[config.mk]
export PLATFORM = sky130hd
export DESIGN_NAME = bpt_case1
export DESIGN_NICKNAME = d
export VERILOG_FILES = /design/src/rtl/bpt_case1.sv
export SDC_FILE = /design/constraint.sdc
export NUM_CORES = 1
export LEC_CHECK = 0
export BUFFER_PORTS_ARGS = -buffer_cell sky130_fd_sc_hd__buf_2
export CORE_MARGIN = 3
export CORE_UTILIZATION = 40
export DETAILED_ROUTE_END_ITERATION = 10
export PLACE_DENSITY = 0.65
export RECOVER_POWER = 50
export SLEW_MARGIN = 25
export SYNTH_ARGS = -nofsm -noshare
export SYNTH_HDL_FRONTEND = slang
export SYNTH_SLANG_ARGS = --single-unit
[constraint.sdc]
create_clock -name clk -period 0.8 [get_ports clk]
set_clock_uncertainty 0.2 [all_clocks]
set_input_delay 0.2 -clock clk [delete_from_list [all_inputs] [get_ports clk]]
set_output_delay 0.2 -clock clk [all_outputs]
set_load 0.05 [all_outputs]
[src/rtl/bpt_case1.sv]
// Bit-position translator (Case 1): registers a search word and decodes row select,
// bit-position index, significant-length index and Case-1 partition hit.
module bpt_case1 #(
  parameter int unsigned w = 16,
  parameter int unsigned b = 8
) (
  input  logic              clk,
  input  logic              rst_n,
  input  logic [w-1:0]      in_sword,
  output logic [(2**b)-1:0] data,
  output logic [b-1:0]      BPI,
  output logic [w:0]        LI,
  output logic              in_sw_pre
);

  localparam int unsigned rows  = 2**b;
  localparam int unsigned li_w  = w + 1;
  localparam int unsigned len_w = $clog2(w + 1);

  logic              in_sw_pre_c;
  logic [rows-1:0]   data_c;
  logic [len_w-1:0]  sig_len_c;
  logic [li_w-1:0]   li_c;

  // Next-output decode; the row select is gated off outside the low-order bank.
  always_comb begin
    in_sw_pre_c = 1'b0;
    data_c      = '0;
    sig_len_c   = '0;
    li_c        = '0;

    in_sw_pre_c = (in_sword[w-1:b] == '0);
    if (in_sw_pre_c) begin
      data_c = rows'(1) << in_sword[b-1:0];
    end

    // Ascending scan leaves the position of the highest set bit, plus one.
    for (int i = 0; i < int'(w); i++) begin
      if (in_sword[i]) begin
        sig_len_c = len_w'(i + 1);
      end
    end
    li_c = li_w'(1) << sig_len_c;
  end

  // Output registers; async clear discards any word present during reset.
  always_ff @(posedge clk or negedge rst_n) begin
    if (!rst_n) begin
      data      <= '0;
      BPI       <= '0;
      LI        <= '0;
      in_sw_pre <= 1'b0;
    end else begin
      data      <= data_c;
      BPI       <= in_sword[b-1:0];
      LI        <= li_c;
      in_sw_pre <= in_sw_pre_c;
    end
  end

endmodule

==> out/qor.json, run 1 <==
{
  "routability_congestion_estimate": {"value": 0.8074},
  "routed_wl": {"value": 31820, "unit": "um"},
  "synth.most_common_cell": {"value": "dfrtp_1"},
  "crit_path_kind": {"value": "input port to flop"},
  "top_level_ports": {"value": 300},
  "grt_antenna_before_repair": {"value": 0},
  "critical_path.endpoint_type": {"value": "flop"},
  "static-leakage-power": {"value": 0.006946, "unit": "uW"},
  "grt_overflow": {"value": 0},
  "cts.htree.levels": {"value": 1},
  "cts-buffers-inserted": {"value": 27},
  "placedInstanceArea": {"value": 11880, "unit": "sq um"},
  "die_y": {"value": 154.6, "unit": "um"},
  "clock_sink_count": {"value": 282},
  "ir_worst_vdd": {"value": 0.001416, "unit": "V"},
  "layout_overhead_on_the_synthesized_area": {"value": 86.52, "unit": "%"},
  "worst_setup_path_start_kind": {"value": "input port"},
  "final_period_minus_worst_setup_slack": {"value": 1.557, "unit": "ns"},
  "share_of_cells_above_drive_strength_1": {"value": 83.60, "unit": "%"},
  "ys.flop_type": {"value": "dfrtp_1"},
  "root_buffer": {"value": "clkbuf_16"},
  "synth.cell_area": {"value": 8828, "unit": "sq um"},
  "max_cap_violations": {"value": 0},
  "post_route_antenna_net_violation_count": {"value": 0},
  "grt_pass1_vias": {"value": 7372},
  "result_of_the_run": {"value": "complete, but fails checks"},
  "layout.nets": {"value": 1122},
  "avgViaCountPerCell": {"value": 4.822},
  "grt_pass1_wl": {"value": 45670, "unit": "um"},
  "worst-path-max-fanout": {"value": 6},
  "dr.pass1.iters": {"value": 4},
  "crit_chain": {"value": "buf_6, or4_4, nor3_4, buf_6, nand2_8, clkbuf_16, nor2_4"},
  "cp.required": {"value": 1.06, "unit": "ns"},
  "cts_tree": {"value": "done"},
  "finalSetupViolations": {"value": 829},
  "port_buffers": {"value": 299},
  "core_region_area": {"value": 21350, "unit": "sq um"},
  "dp_cells": {"value": 1315},
  "max_slew_margin_vs_limit": {"value": 52.03, "unit": "%"},
  "average_instance_area_after_synthesis": {"value": 12.87, "unit": "sq um"},
  "hold_path.class": {"value": "input port to flop"},
  "synth.ff_latch_count": {"value": 282},
  "clk_transition_reported_paths": {"value": 0.06, "unit": "ns"},
  "initial_utilization": {"value": 41.35, "unit": "%"},
  "synthCells": {"value": 686},
  "powerDensity": {"value": 1738, "unit": "nW/um^2"},
  "maxSlewViolCount": {"value": 0},
  "failed_checks": {"value": "negative hold slack, negative setup slack"},
  "design.die.area": {"value": 23890, "unit": "sq um"},
  "synth.yosys.seq_area_share": {"value": 79.93, "unit": "%"},
  "hold_end": {"value": "in_sw_pre$_DFF_PN0_"},
  "synth_enable_flop_cells": {"value": 0},
  "via_count": {"value": 6737},
  "rsz0062_at_grt": {"value": "yes"},
  "final_design_area_no_fill": {"value": 16470, "unit": "sq um"},
  "p_total": {"value": 28620, "unit": "uW"},
  "synthesis.nets": {"value": 704},
  "grt_use_total": {"value": 25.23, "unit": "%"},
  "cpMaxStageDelayCell": {"value": "or4_4"},
  "setup_slack": {"value": -0.7571, "unit": "ns"},
  "grt_max_degree": {"value": 38},
  "drt_first_iter_violations": {"value": 231},
  "synth_top_area_share": {"value": 79.93, "unit": "%"},
  "timing.final.crit_share": {"value": 194.6, "unit": "%"},
  "drc": {"value": 0},
  "hold-path-cell-count": {"value": 3},
  "place_worst_setup_slack": {"value": -1.333, "unit": "ns"},
  "worst_pin_slew": {"value": 0.7181, "unit": "ns"},
  "floorplan.die.width": {"value": 154.6, "unit": "um"},
  "dp_hpwl": {"value": 18140, "unit": "um"},
  "drt-wirelength-per-cell": {"value": 22.78, "unit": "um"},
  "finalHoldViolations": {"value": 12},
  "cp_slowest_stage_delay": {"value": 0.55, "unit": "ns"},
  "synth_largest_area_cell": {"value": "dfrtp_1"},
  "worstHoldStart": {"value": "in_sword[9]"},
  "cts.path.max_buffers": {"value": 3},
  "hold_slack": {"value": -0.1702, "unit": "ns"},
  "synthTopCellsByCount": {"value": "282 x dfrtp_1, 266 x nor2_1, 45 x nand2_1"},
  "final_non_filler_cell_total": {"value": 1397},
  "placement_rows": {"value": 53},
  "arrival": {"value": 1.81, "unit": "ns"},
  "max_clock_freq": {"value": 642.2, "unit": "MHz"},
  "antenna_cells": {"value": 0},
  "async_reset_ff_share": {"value": 100.0, "unit": "%"},
  "number_of_distinct_library_cells_after_synthesis": {"value": 36},
  "synthTopCellsByArea": {"value": "dfrtp_1 80%, nor2_1 11%, nand2_1 1.9%, clkbuf_1 0.81%, buf_6 0.64%"},
  "yosys_warnings": {"value": 0},
  "crit_top_cell": {"value": "buf_6"}
}
-- cell usage in the layout, fill, tap and decap left out, types with 4 or more instances in the layout --
cell / instances
clkinv_2: 5
nor2_1: 107
dlygate4sd3_1: 5
buf_6: 292
clkbuf_1: 9
nand3_4: 4
nand2_1: 33
nand2_8: 6
nor2b_1: 5
buf_16: 10
clkbuf_16: 31
nor2_2: 45
buf_12: 32
buf_4: 63
dfrtp_2: 281
buf_2: 12
nor3_1: 5
nor2_4: 114
nand2_2: 6
clkbuf_8: 5
-- critical path, delay by kind of cell --
kind / cells / cell delay, ns
buffers and inverters: 3 / 0.58
and+or+nand+nor: 4 / 1.03
-- worst max-delay path by stage --
stage | start | to | cells past startpoint
final | in_sword[9] | data[85]$_DFF_PN0_ | 7
after global routing | in_sword[9] | data[85]$_DFF_PN0_ | 7
after CTS | data[151]$_DFF_PN0_ | data[151] | 1
after floorplan | in_sword[11] | data[128]$_DFF_PN0_ | 5
after global placement | in_sword[11] | data[143]$_DFF_PN0_ | 6
after detailed placement | in_sword[11] | data[0]$_DFF_PN0_ | 6
-- flip-flops by register name (all words and copies together), names as in the netlist --
signal	flops
BPI	8
data	256
LI	17
in_sw_pre	1
-- through the flow --
stage                     setup TNS [ns]  util (%)  hold slack [ns]
after floorplan                  -308.75         -          -0.2956
after global placement           -379.76     55.62          -0.2122
after detailed placement         -388.71     55.62          -0.2117
after CTS                        -395.28     72.78          -0.3613
after global routing             -448.06     77.12          -0.1736
final                            -414.03     77.12          -0.1702
-- layout make-up --
type                       instances  area (sq um)
inverter                           1         3.754
tap                              275         344.1
fill                            1191          4886
clock buffer                      38         767.0
clock inverter                     9         123.9
multi-input combinational        368          2877
timing repair buffer             424          4943
sequential                       282          7408
-- logic make-up (layout without fill, tap and decap cells) --
family                 Yosys count  in the layout  share of synthesized area, %
AOI/OAI and AO/OA                8              8                        0.7369
buffers and inverters           36            472                         2.083
and+or+nand+nor                360            360                         17.25
DFF                            282            282                         79.93
-- routing by layer --
metal	vias to the layer above	part of all wire, %	global-route usage (%)
li1	2991	-	-
met1	3471	38	32.85
met2	236	55	44.68
met3	39	5.7	5.288
met4	0	1.4	4.121
met5	-	0	0
-- timing repair --
action / in CTS / in global routing
pin swaps: 14 / 8
hold buffers: 3 / 2
setup endpoints to repair: 555 / 829
endpoints found under the hold margin: 304 / 19
gates cloned: 11 / 5
setup buffers: 15 / 1
gates resized for setup: 705 / 225
-- where the power goes --
part | internal [uW] | switching, uW
Combinational | 540 | 948
Sequential | 14300 | 22.1
Clock | 7610 | 5210
Note: power is estimated with default switching activity, not from simulation.
==> inputs of run 2 (changes only) <==
--- a/config.mk
+++ b/config.mk
@@ -5,11 +5,12 @@
 export SDC_FILE = /design/constraint.sdc
 export NUM_CORES = 1
 export LEC_CHECK = 0
+export ABC_AREA = 1
 export BUFFER_PORTS_ARGS = -buffer_cell sky130_fd_sc_hd__buf_2
 export CORE_MARGIN = 3
 export CORE_UTILIZATION = 40
 export DETAILED_ROUTE_END_ITERATION = 10
-export PLACE_DENSITY = 0.65
+export PLACE_DENSITY = 0.64
 export RECOVER_POWER = 50
 export SLEW_MARGIN = 25
 export SYNTH_ARGS = -nofsm -noshare
==> run 2 against run 1 <==
Compared with the run above: the flow still finishes with violations (negative hold slack, negative setup slack); area after synthesis rose by 6.9%; first-iteration DRC count rose by 72%; sequential power barely moved; synthesized cell count rose by 24%; critical path depth fell by 6; cell area rose by 13%; count of clock-buffer cells in the layout rose by 2; flip-flop and latch count did not move.
==> out/qor.json, run 2 <==
{
  "final_period_minus_worst_setup_slack": {"value": 1.551, "unit": "ns"},
  "crit_buf_inv": {"value": 1},
  "hold_slack": {"value": -0.2198, "unit": "ns"},
  "synth.ff_latch_count": {"value": 282},
  "cp.required": {"value": 0.40, "unit": "ns"},
  "fillCellCount": {"value": 1187},
  "arrival": {"value": 1.15, "unit": "ns"},
  "top_level_ports": {"value": 300},
  "placement_rows": {"value": 55},
  "worst-path-max-fanout": {"value": 1},
  "hold_end": {"value": "LI[16]$_DFF_PN0_"},
  "post_route_antenna_net_violation_count": {"value": 0},
  "cts.htree.levels": {"value": 1},
  "cts.path.max_buffers": {"value": 3},
  "static-leakage-power": {"value": 0.007969, "unit": "uW"},
  "failed_checks": {"value": "negative hold slack, negative setup slack"},
  "rsz0062_at_grt": {"value": "yes"},
  "grt_use_total": {"value": 29.94, "unit": "%"},
  "share_of_cells_above_drive_strength_1": {"value": 81.01, "unit": "%"},
  "crit_family": {"value": "flip-flops"},
  "synth_simple_gate_area_share": {"value": 21.38, "unit": "%"},
  "via_count": {"value": 8484},
  "drt_first_iter_violations": {"value": 397},
  "synth_fa_ha_area_share": {"value": 0, "unit": "%"},
  "routability_congestion_estimate": {"value": 0.8309},
  "synthCells": {"value": 851},
  "cp_slowest_stage_delay": {"value": 0.44, "unit": "ns"},
  "cts.hold.buffers_added": {"value": 4},
  "ys.flop_type": {"value": "dfrtp_1"},
  "worst_pin_slew": {"value": 0.8115, "unit": "ns"},
  "synth.cell_area": {"value": 9438, "unit": "sq um"},
  "grt_pass1_vias": {"value": 9292},
  "commonest_cells_after_routing_fill_and_taps_aside": {"value": "320 x buf_6, 280 x dfrtp_2, 175 x nor2_1"},
  "registers.top_by_ff_count": {"value": "data"},
  "ir_worst_vdd": {"value": 0.001365, "unit": "V"},
  "crit_path_kind": {"value": "flop to output port"},
  "drc": {"value": 0},
  "layout.nets": {"value": 1346},
  "max_slew_margin_vs_limit": {"value": 45.90, "unit": "%"},
  "cts-buffers-inserted": {"value": 28},
  "worstHoldStart": {"value": "in_sword[15]"},
  "core_region_area": {"value": 22920, "unit": "sq um"},
  "clk_transition_reported_paths": {"value": 0.06, "unit": "ns"},
  "cpMaxStageDelayCell": {"value": "dfrtp_2"},
  "layout_commonest_cell": {"value": "buf_6"},
  "initial_utilization": {"value": 41.18, "unit": "%"},
  "finish.utilization": {"value": 81.50, "unit": "%"},
  "grt_pass1_wl": {"value": 57620, "unit": "um"},
  "synth_top_area_share": {"value": 74.77, "unit": "%"},
  "layout_overhead_on_the_synthesized_area": {"value": 97.89, "unit": "%"},
  "synthTopCellsByCount": {"value": "302 x nor2_1, 282 x dfrtp_1, 85 x nand2_1"},
  "die_y": {"value": 159.6, "unit": "um"},
  "finalHoldViolations": {"value": 28},
  "number_of_distinct_library_cells_after_synthesis": {"value": 23},
  "synth-xor-area-share": {"value": 0, "unit": "%"},
  "drt-wirelength-per-cell": {"value": 24.06, "unit": "um"},
  "powerDensity": {"value": 1619, "unit": "nW/um^2"},
  "crit_chain": {"value": "buf_12"},
  "grt_overflow": {"value": 0},
  "hold_path.class": {"value": "input port to flop"},
  "design.die.area": {"value": 25470, "unit": "sq um"},
  "max_clock_freq": {"value": 644.9, "unit": "MHz"},
  "result_of_the_run": {"value": "complete, but fails checks"},
  "max_cap_violations": {"value": 0},
  "average_instance_area_after_synthesis": {"value": 11.09, "unit": "sq um"},
  "p_total": {"value": 30250, "unit": "uW"},
  "dr.pass1.iters": {"value": 4},
  "hold-path-cell-count": {"value": 2},
  "async_reset_ff_share": {"value": 100.0, "unit": "%"},
  "synth_largest_area_cell": {"value": "dfrtp_1"},
  "cts_tree": {"value": "done"},
  "critical_path.endpoint_type": {"value": "output port"},
  "grt_antenna_before_repair": {"value": 0},
  "finalSetupViolations": {"value": 684},
  "avgViaCountPerCell": {"value": 5.105},
  "root_buffer": {"value": "clkbuf_16"},
  "setup_slack": {"value": -0.7505, "unit": "ns"},
  "floorplan.die.width": {"value": 159.6, "unit": "um"},
  "worst_setup_path_start_kind": {"value": "flop"},
  "yosys_warnings": {"value": 0},
  "synth.yosys.seq_area_share": {"value": 74.77, "unit": "%"},
  "timing.final.crit_share": {"value": 193.8, "unit": "%"},
  "maxSlewViolCount": {"value": 0},
  "largest_register_ff_count": {"value": 256},
  "synthTopCellsByArea": {"value": "dfrtp_1 75%, nor2_1 12%, nand3_1 3.6%, nand2_1 3.4%, buf_2 1.2%"},
  "synth_top_family_by_area": {"value": "simple AND/OR/NAND/NOR gates"},
  "synth_compound_area_share": {"value": 0.2917, "unit": "%"},
  "synth_enable_flop_cells": {"value": 0},
  "routed_wl": {"value": 39990, "unit": "um"},
  "dp_hpwl": {"value": 20110, "unit": "um"},
  "synthesis.nets": {"value": 869},
  "synth.most_common_cell": {"value": "nor2_1"},
  "biggestRegsByFlops": {"value": "data: 256 flops, LI: 17 flops, BPI: 8 flops"},
  "grt_max_degree": {"value": 56},
  "synth_mux_area_share": {"value": 0, "unit": "%"},
  "clock_sink_count": {"value": 282},
  "port_buffers": {"value": 299}
}
==> run 2: cell families (layout without fill, tap and decap cells) <==
| kind of cell | count (synthesis) | in the layout |
|---|---|---|
| compound gates | 3 | 3 |
| buf+inv | 80 | 576 |
| flops | 282 | 282 |
| other cells | 0 | 1 |
| simple gates | 486 | 487 |
==> run 2: repair_timing <==
item / 4_1_cts / 5_1_grt
hold endpoints to repair: 331 / 302
setup endpoints to repair: 554 / 562
buffers inserted: 44 / 32
gates resized for setup: 803 / 227
pin swaps: 128 / 93
gates cloned: 28 / 2
==> run 2: where the power goes <==
part | switching, uW | total (uW) | internal, uW
clock | 5640 | 13600 | 7980
combinational | 1490 | 2290 | 805
sequential | 28.3 | 14300 | 14300
==> run 2: how the worst max path moves through the flow <==
stage | cells past startpoint | slack, ns | from | to
2_1_floorplan | 11 | -0.71 | in_sword[4] | LI[5]$_DFF_PN0_
3_3_place_gp | 7 | -0.96 | in_sword[0] | data[126]$_DFF_PN0_
3_5_place_dp | 9 | -0.98 | in_sword[1] | data[251]$_DFF_PN0_
4_1_cts | 1 | -0.77 | data[182]$_DFF_PN0_ | data[182]
5_1_grt | 1 | -0.79 | data[182]$_DFF_PN0_ | data[182]
6_report | 1 | -0.75 | data[182]$_DFF_PN0_ | data[182]
==> run 2: layer usage <==
layer | global-route usage, % | up-vias | wire length (um)
met4 | 11.54 | 0 | 1647
li1 | - | 3612 | -
met3 | 7.570 | 113 | 2939
met1 | 36.90 | 4341 | 15090
met5 | 0 | - | 0
met2 | 50.93 | 418 | 20310
==> run 2: cell type report <==
class,count,area [sq um],area share [%]
clock buffer,40,805.8,4.314
timing repair buffer,496,6117,32.75
clock inverter,10,146.4,0.7838
tap,313,391.6,2.097
multi-input combinational,490,3651,19.55
antenna,1,2.502,0.01340
inverter,30,155.1,0.8307
sequential,282,7407,39.66
==> run 2: through the flow <==
step                instances  setup slack (ns)  area [sq um]  TNS (ns)
CTS                      1635           -0.7650         17640   -273.84
global placement         1509           -0.9628         12810   -277.39
global route             1661           -0.7870         18670   -369.70
detailed placement       1509           -0.9808         12810   -283.19
finish                   1662           -0.7505         18680   -339.43
floorplan                 851           -0.7148         10220   -154.30
